===== config.mk =====
export PLATFORM = sky130hd
export DESIGN_NAME = mod12_load_sched
export DESIGN_NICKNAME = d
export VERILOG_FILES = /design/src/rtl/mod12_load_sched.sv
export SDC_FILE = /design/constraint.sdc
export NUM_CORES = 1
export LEC_CHECK = 0
export CAP_MARGIN = 10
export CORE_ASPECT_RATIO = 2
export CORE_MARGIN = 8
export CORE_UTILIZATION = 25
export CTS_BUF_LIST = sky130_fd_sc_hd__clkbuf_8
export DETAILED_ROUTE_END_ITERATION = 16
export GPL_ROUTABILITY_DRIVEN = 0
export SKIP_CTS_REPAIR_TIMING = 1
export SYNTH_ARGS = -nofsm -noshare
export SYNTH_HDL_FRONTEND = slang
export SYNTH_SLANG_ARGS = --single-unit

===== constraint.sdc =====
create_clock -name clk -period 2.9 [get_ports clk]
set_input_delay 0.29 -clock clk [delete_from_list [all_inputs] [get_ports clk]]
set_output_delay 0.29 -clock clk [all_outputs]
set_load 0.01 [all_outputs]

===== src/rtl/mod12_load_sched.sv =====
// Round-robin arbiter granting exclusive sessions on a shared MOD-12 loadable counter.
// The owner's start value is loaded, the counter runs to terminal count, and a done/err pulse closes the session.
`timescale 1ns/1ps
module mod12_load_sched #(
   parameter int N   = 4,
   parameter int MOD = 12
) (
   input  logic             clk,
   input  logic             rst,
   input  logic [N-1:0]     req,
   input  logic [4*N-1:0]   req_data,
   output logic [N-1:0]     gnt,
   output logic [N-1:0]     done,
   output logic [N-1:0]     err,
   output logic             busy,
   output logic             cnt_rst,
   output logic             cnt_load,
   output logic [3:0]       cnt_data,
   input  logic [3:0]       cnt_count
);

   localparam int IW = (N > 1) ? $clog2(N) : 1;
   localparam int WW = $clog2(MOD + 1);
   localparam logic [4:0]    MOD5  = 5'(MOD);
   localparam logic [3:0]    TERM4 = 4'(MOD - 1);
   localparam logic [WW-1:0] WMOD  = WW'(MOD);

   typedef enum logic [1:0] {IDLE, LOAD, RUN, DONE} state_t;

   state_t          state, state_nxt;
   logic [IW-1:0]   ptr, ptr_nxt, owner, owner_nxt, win, cand;
   logic            found;
   logic [3:0]      win_data, cnt_data_nxt;
   logic [N-1:0]    gnt_nxt, err_nxt;
   logic [WW-1:0]   wdog, wdog_nxt;

   function automatic logic [IW-1:0] wrap_inc(input logic [IW-1:0] x);
      return (x == IW'(N - 1)) ? '0 : x + 1'b1;
   endfunction

   function automatic logic [N-1:0] onehot(input logic [IW-1:0] x);
      return {{(N-1){1'b0}}, 1'b1} << x;
   endfunction

   // First pending requester at or after ptr, wrapping around
   always_comb begin
      found = 1'b0;
      win   = '0;
      cand  = '0;
      for (int i = 0; i < N; i++) begin
         cand = IW'((int'(ptr) + i) % N);
         if (!found && req[cand]) begin
            found = 1'b1;
            win   = cand;
         end
      end
   end

   always_comb begin
      win_data = '0;
      for (int i = 0; i < N; i++) begin
         if (win == IW'(i)) win_data = req_data[4*i +: 4];
      end
   end

   // Terminal count beats abort, abort beats watchdog
   always_comb begin
      state_nxt    = state;
      ptr_nxt      = ptr;
      owner_nxt    = owner;
      gnt_nxt      = gnt;
      cnt_data_nxt = cnt_data;
      err_nxt      = '0;
      wdog_nxt     = '0;
      case (state)
         IDLE: begin
            if (found) begin
               if ({1'b0, win_data} >= MOD5) begin
                  err_nxt = onehot(win);
                  ptr_nxt = wrap_inc(win);
               end else begin
                  gnt_nxt      = onehot(win);
                  owner_nxt    = win;
                  cnt_data_nxt = win_data;
                  state_nxt    = LOAD;
               end
            end
         end
         LOAD: state_nxt = RUN;
         RUN: begin
            wdog_nxt = wdog + 1'b1;
            if (cnt_count == TERM4) begin
               state_nxt = DONE;
            end else if (!req[owner]) begin
               gnt_nxt   = '0;
               ptr_nxt   = wrap_inc(owner);
               state_nxt = IDLE;
            end else if (wdog == WMOD) begin
               err_nxt   = onehot(owner);
               gnt_nxt   = '0;
               ptr_nxt   = wrap_inc(owner);
               state_nxt = IDLE;
            end
         end
         DONE: begin
            gnt_nxt   = '0;
            ptr_nxt   = wrap_inc(owner);
            state_nxt = IDLE;
         end
         default: state_nxt = IDLE;
      endcase
   end

   always_ff @(posedge clk) begin
      if (rst) begin
         state    <= IDLE;
         ptr      <= '0;
         owner    <= '0;
         gnt      <= '0;
         err      <= '0;
         cnt_data <= '0;
         wdog     <= '0;
      end else begin
         state    <= state_nxt;
         ptr      <= ptr_nxt;
         owner    <= owner_nxt;
         gnt      <= gnt_nxt;
         err      <= err_nxt;
         cnt_data <= cnt_data_nxt;
         wdog     <= wdog_nxt;
      end
   end

   assign done     = (state == DONE) ? gnt : '0;
   assign busy     = (state != IDLE);
   assign cnt_rst  = (state == IDLE) || (state == DONE);
   assign cnt_load = (state == LOAD);

endmodule


==> results.cfg <==
[worst_setup_path]
crit_arrival_ns = 2.89
critical_path_data_required_time_ns = 3.07
regToRegStartpoint = ptr[0]
critical_path.top_delay_family = compound AO/OA/AOI/OAI gates
start_kind = input port
critPathMaxFanout = 6
critPathMostFrequentCell = a21oi_1
worst_path_largest_cell_delay_ns = 0.48
r2r_setup_slack_ns = 0.34
crit_chain = clkdlybuf4s50_1, a21oi_1, o21ai_0, a21oi_1, inv_1, ha_1, nand3b_1, a32oi_1, nand3_1, a221oi_4, mux2_4
slowest_cp_cell = clkdlybuf4s50_1
timing.setup.critical_path_class = in -> reg
timing.critical_path.to_type = flop
crit_buf_inv = 2
reg2reg_to = ptr[1]
ff2ff_path_depth = 11

[floorplanning]
die_area_mm2 = 0.00869
design.core.area_mm2 = 0.00566
core.rowCount = 39
die-height_um = 124
design.portCount = 45
initial_core_utilization_pct = 25.8
die_x_um = 70.0

[status]
status = finished clean

[sta]
crit_path_time_final_ns = 2.73
finalHoldWorstSlack_ns = 0.488
tightest_slew_ns = 0.688
drv_slew = 0
fmax_ghz = 0.367
rsz_0062_raised_after_global_routing = true
post-route-period-util_pct = 94.0
finalSetupViolations = 0
timing.max_slew.rel_slack_pct = 54.0
hold_violations = 0
skew_ns = 0.00254

[yosys]
ys_dominant_reg_cell = dfxtp_1
number_of_register_bits_inferred_by_synthesis = 22
postSynthNetCount = 214
ys_async_sr_fraction_pct = 0
ys.warnings.count = 0
synth_cells = 174
proportion_of_synthesized_chip_area_in_sequential_cells_pct = 30.2
post_synth_edffs = 0
synth.lib_cells_used.distinct = 38
avgSynthCellArea_um2 = 8.39
syn-cell-area_mm2 = 0.00146

[layout]
post_synthesis_to_final_layout_area_growth_pct = 52.8
fraction_of_final_layout_cells_sized_beyond_drive_strength_1_pct = 14.3
stdcell_count = 305
final_net_count = 285
antenna_cells = 0

[placed_design]
dpl.hpwl_mm = 3.68
port_buffers = 44
count_of_placed_standard_cells_including_taps = 301

[routing]
drt_wl_total_mm = 4.37
routed-via-count = 1480
detail-route-antenna-nets = 0
routed_via_density = 4.85
drt-pass1-iter-count = 4
drc = 0
mean_routed_wirelength_per_cell_um = 14.3
drtIter0Drc = 48

[global_route]
antenna_found_initial = 0
global_route_wire_length_before_repair_mm = 6.99
via_count_of_the_first_global_routing_pass = 1569
global_route.usage.met1_pct = 7.46
globalRouteMet2Util_pct = 21.4
total_routing_resource_utilization_after_global_routing_pct = 10.0
grt-busiest-layer = met2
global_route.overflow_total = 0
grt_start_max_net_pins = 21
gr-usage-met3_pct = 1.83

[pwr]
vdd_drop_max_mv = 0.598
total_power_mw = 2.02
power.static_leakage_nw = 0.926
power_density_of_the_placed_cells_mw_per_mm2 = 904

[clock_tree]
clkLatencyLatePin_ns = 0.27
tritoncts_clock_tree = yes
cts-htree-levels = 1
clock_transition_time_at_the_flip_flop_clock_pins_of_the_worst_setup_and_hold_paths_ns = 0.09
cts-root-buf = clkbuf_8
clock_tree.buffer_depth = 2
cts_num_sinks = 22
clock_buffer_count_from_cts = 3

[hold_path]
beginning_of_the_worst_hold_path = wdog[0]
hold_class = reg -> reg
worstHoldEndpoint = wdog[0]
hold_path_depth = 1

[job]
drv.max_cap_violation_count = 0
[stage by stage]
| step | area (um2) | utilization (%) | setup WS, ns | setup TNS, ns |
|---|---|---|---|---|
| floorplan | 1460 | - | 0.298 | 0 |
| global placement | 2160 | 38.2 | -0.0563 | -0.257 |
| detailed placement | 2160 | 38.2 | -0.120 | -0.455 |
| CTS | 2230 | 39.4 | 0.162 | 0 |
| global route | 2230 | 39.4 | -0.00622 | -0.00622 |
| finish | 2230 | 39.4 | 0.174 | 0 |
[sequential cells by signal, indices dropped and copies added, names as in the netlist]
signal	count
owner	2
err	4
ptr	2
state	2
wdog	4
cnt_data	4
gnt	4
[routing by layer]
layer | up-vias | wire length [um]
met5 | - | 0
met4 | 0 | 170
met3 | 12 | 160
met2 | 33 | 2640
met1 | 692 | 1410
li1 | 743 | -
[layout by cell type, fill, tap and decap left out, drive strengths merged, types with 4 or more instances in the layout]
cell           netlist  final
inv                 16     16
a211oi               5      5
dfxtp               22     22
nand2b              11     11
a21oi                8      8
nand2               14     14
mux2i               10     10
nor2                24     24
clkdlybuf4s50        0     44
nand3                4      4
and2                 4      4
ha                  14     14
buf                  1     27
a22oi                4      4
[logic make-up after synthesis]
logic type	count (synthesis)	share of synthesized area, %
XOR/XNOR	2	1.20
AO/OA/AOI/OAI	36	19.2
adder cells (fa/ha/maj)	14	12.0
buffers and inverters	21	5.48
flip-flops	22	30.2
AND/OR/NAND/NOR	67	22.5
multiplexers	12	9.43
[worst max-delay path by stage]
| stage | slack (ns) | end | startpoint | cells past startpoint |
|---|---|---|---|---|
| finish | 0.17 | ptr[1] | req[0] | 11 |
| global route | -0.006 | state[0] | req[2] | 12 |
| CTS | 0.16 | ptr[1] | req[0] | 11 |
| detailed placement | -0.12 | ptr[1] | req[0] | 11 |
| global placement | -0.06 | ptr[1] | req[0] | 11 |
| floorplan | 0.30 | ptr[1] | ptr[0] | 10 |
[cell usage after synthesis (3+ instances only)]
cell type / number / area, um2
a211oi_1: 5 / 37.5
a21oi_1: 8 / 40.0
a22oi_1: 4 / 30.0
and2_1: 4 / 25.0
clkbuf_1: 4 / 15.0
dfxtp_1: 22 / 440
ha_1: 14 / 175
inv_1: 16 / 60.1
mux2i_1: 10 / 100
nand2_1: 14 / 52.6
nand2b_1: 11 / 68.8
nand3_1: 4 / 20.0
nand3b_1: 3 / 22.5
nor2_1: 24 / 90.1
o21ai_0: 3 / 15.0
[layout make-up]
class                      instances  area [um2]
multi-input combinational        131         940
tap                               61        76.3
inverter                          16        60.1
clock buffer                       3        41.3
sequential                        22         440
fill                             588        3430
timing repair buffer              71         643
clock inverter                     1        30.0
[report_power, final]
group / internal [mW] / leakage, nW / total (mW) / switching [mW]
logic: 0.680 / 0.711 / 1.27 / 0.587
clock network: 0.185 / 0.0357 / 0.297 / 0.112
registers: 0.384 / 0.180 / 0.454 / 0.0703
[worst reg2reg max path, stage by stage (launching register included)]
cell      delay (ns)
dfxtp_1         0.37
inv_1           0.07
a22o_1          0.20
a211oi_1        0.23
buf_4           0.16
ha_1            0.28
nand2_1         0.10
o211ai_1        0.14
buf_4           0.19
nand3_1         0.11
a221oi_4        0.27
mux2_4          0.32
(Power assumes the default switching activity.)
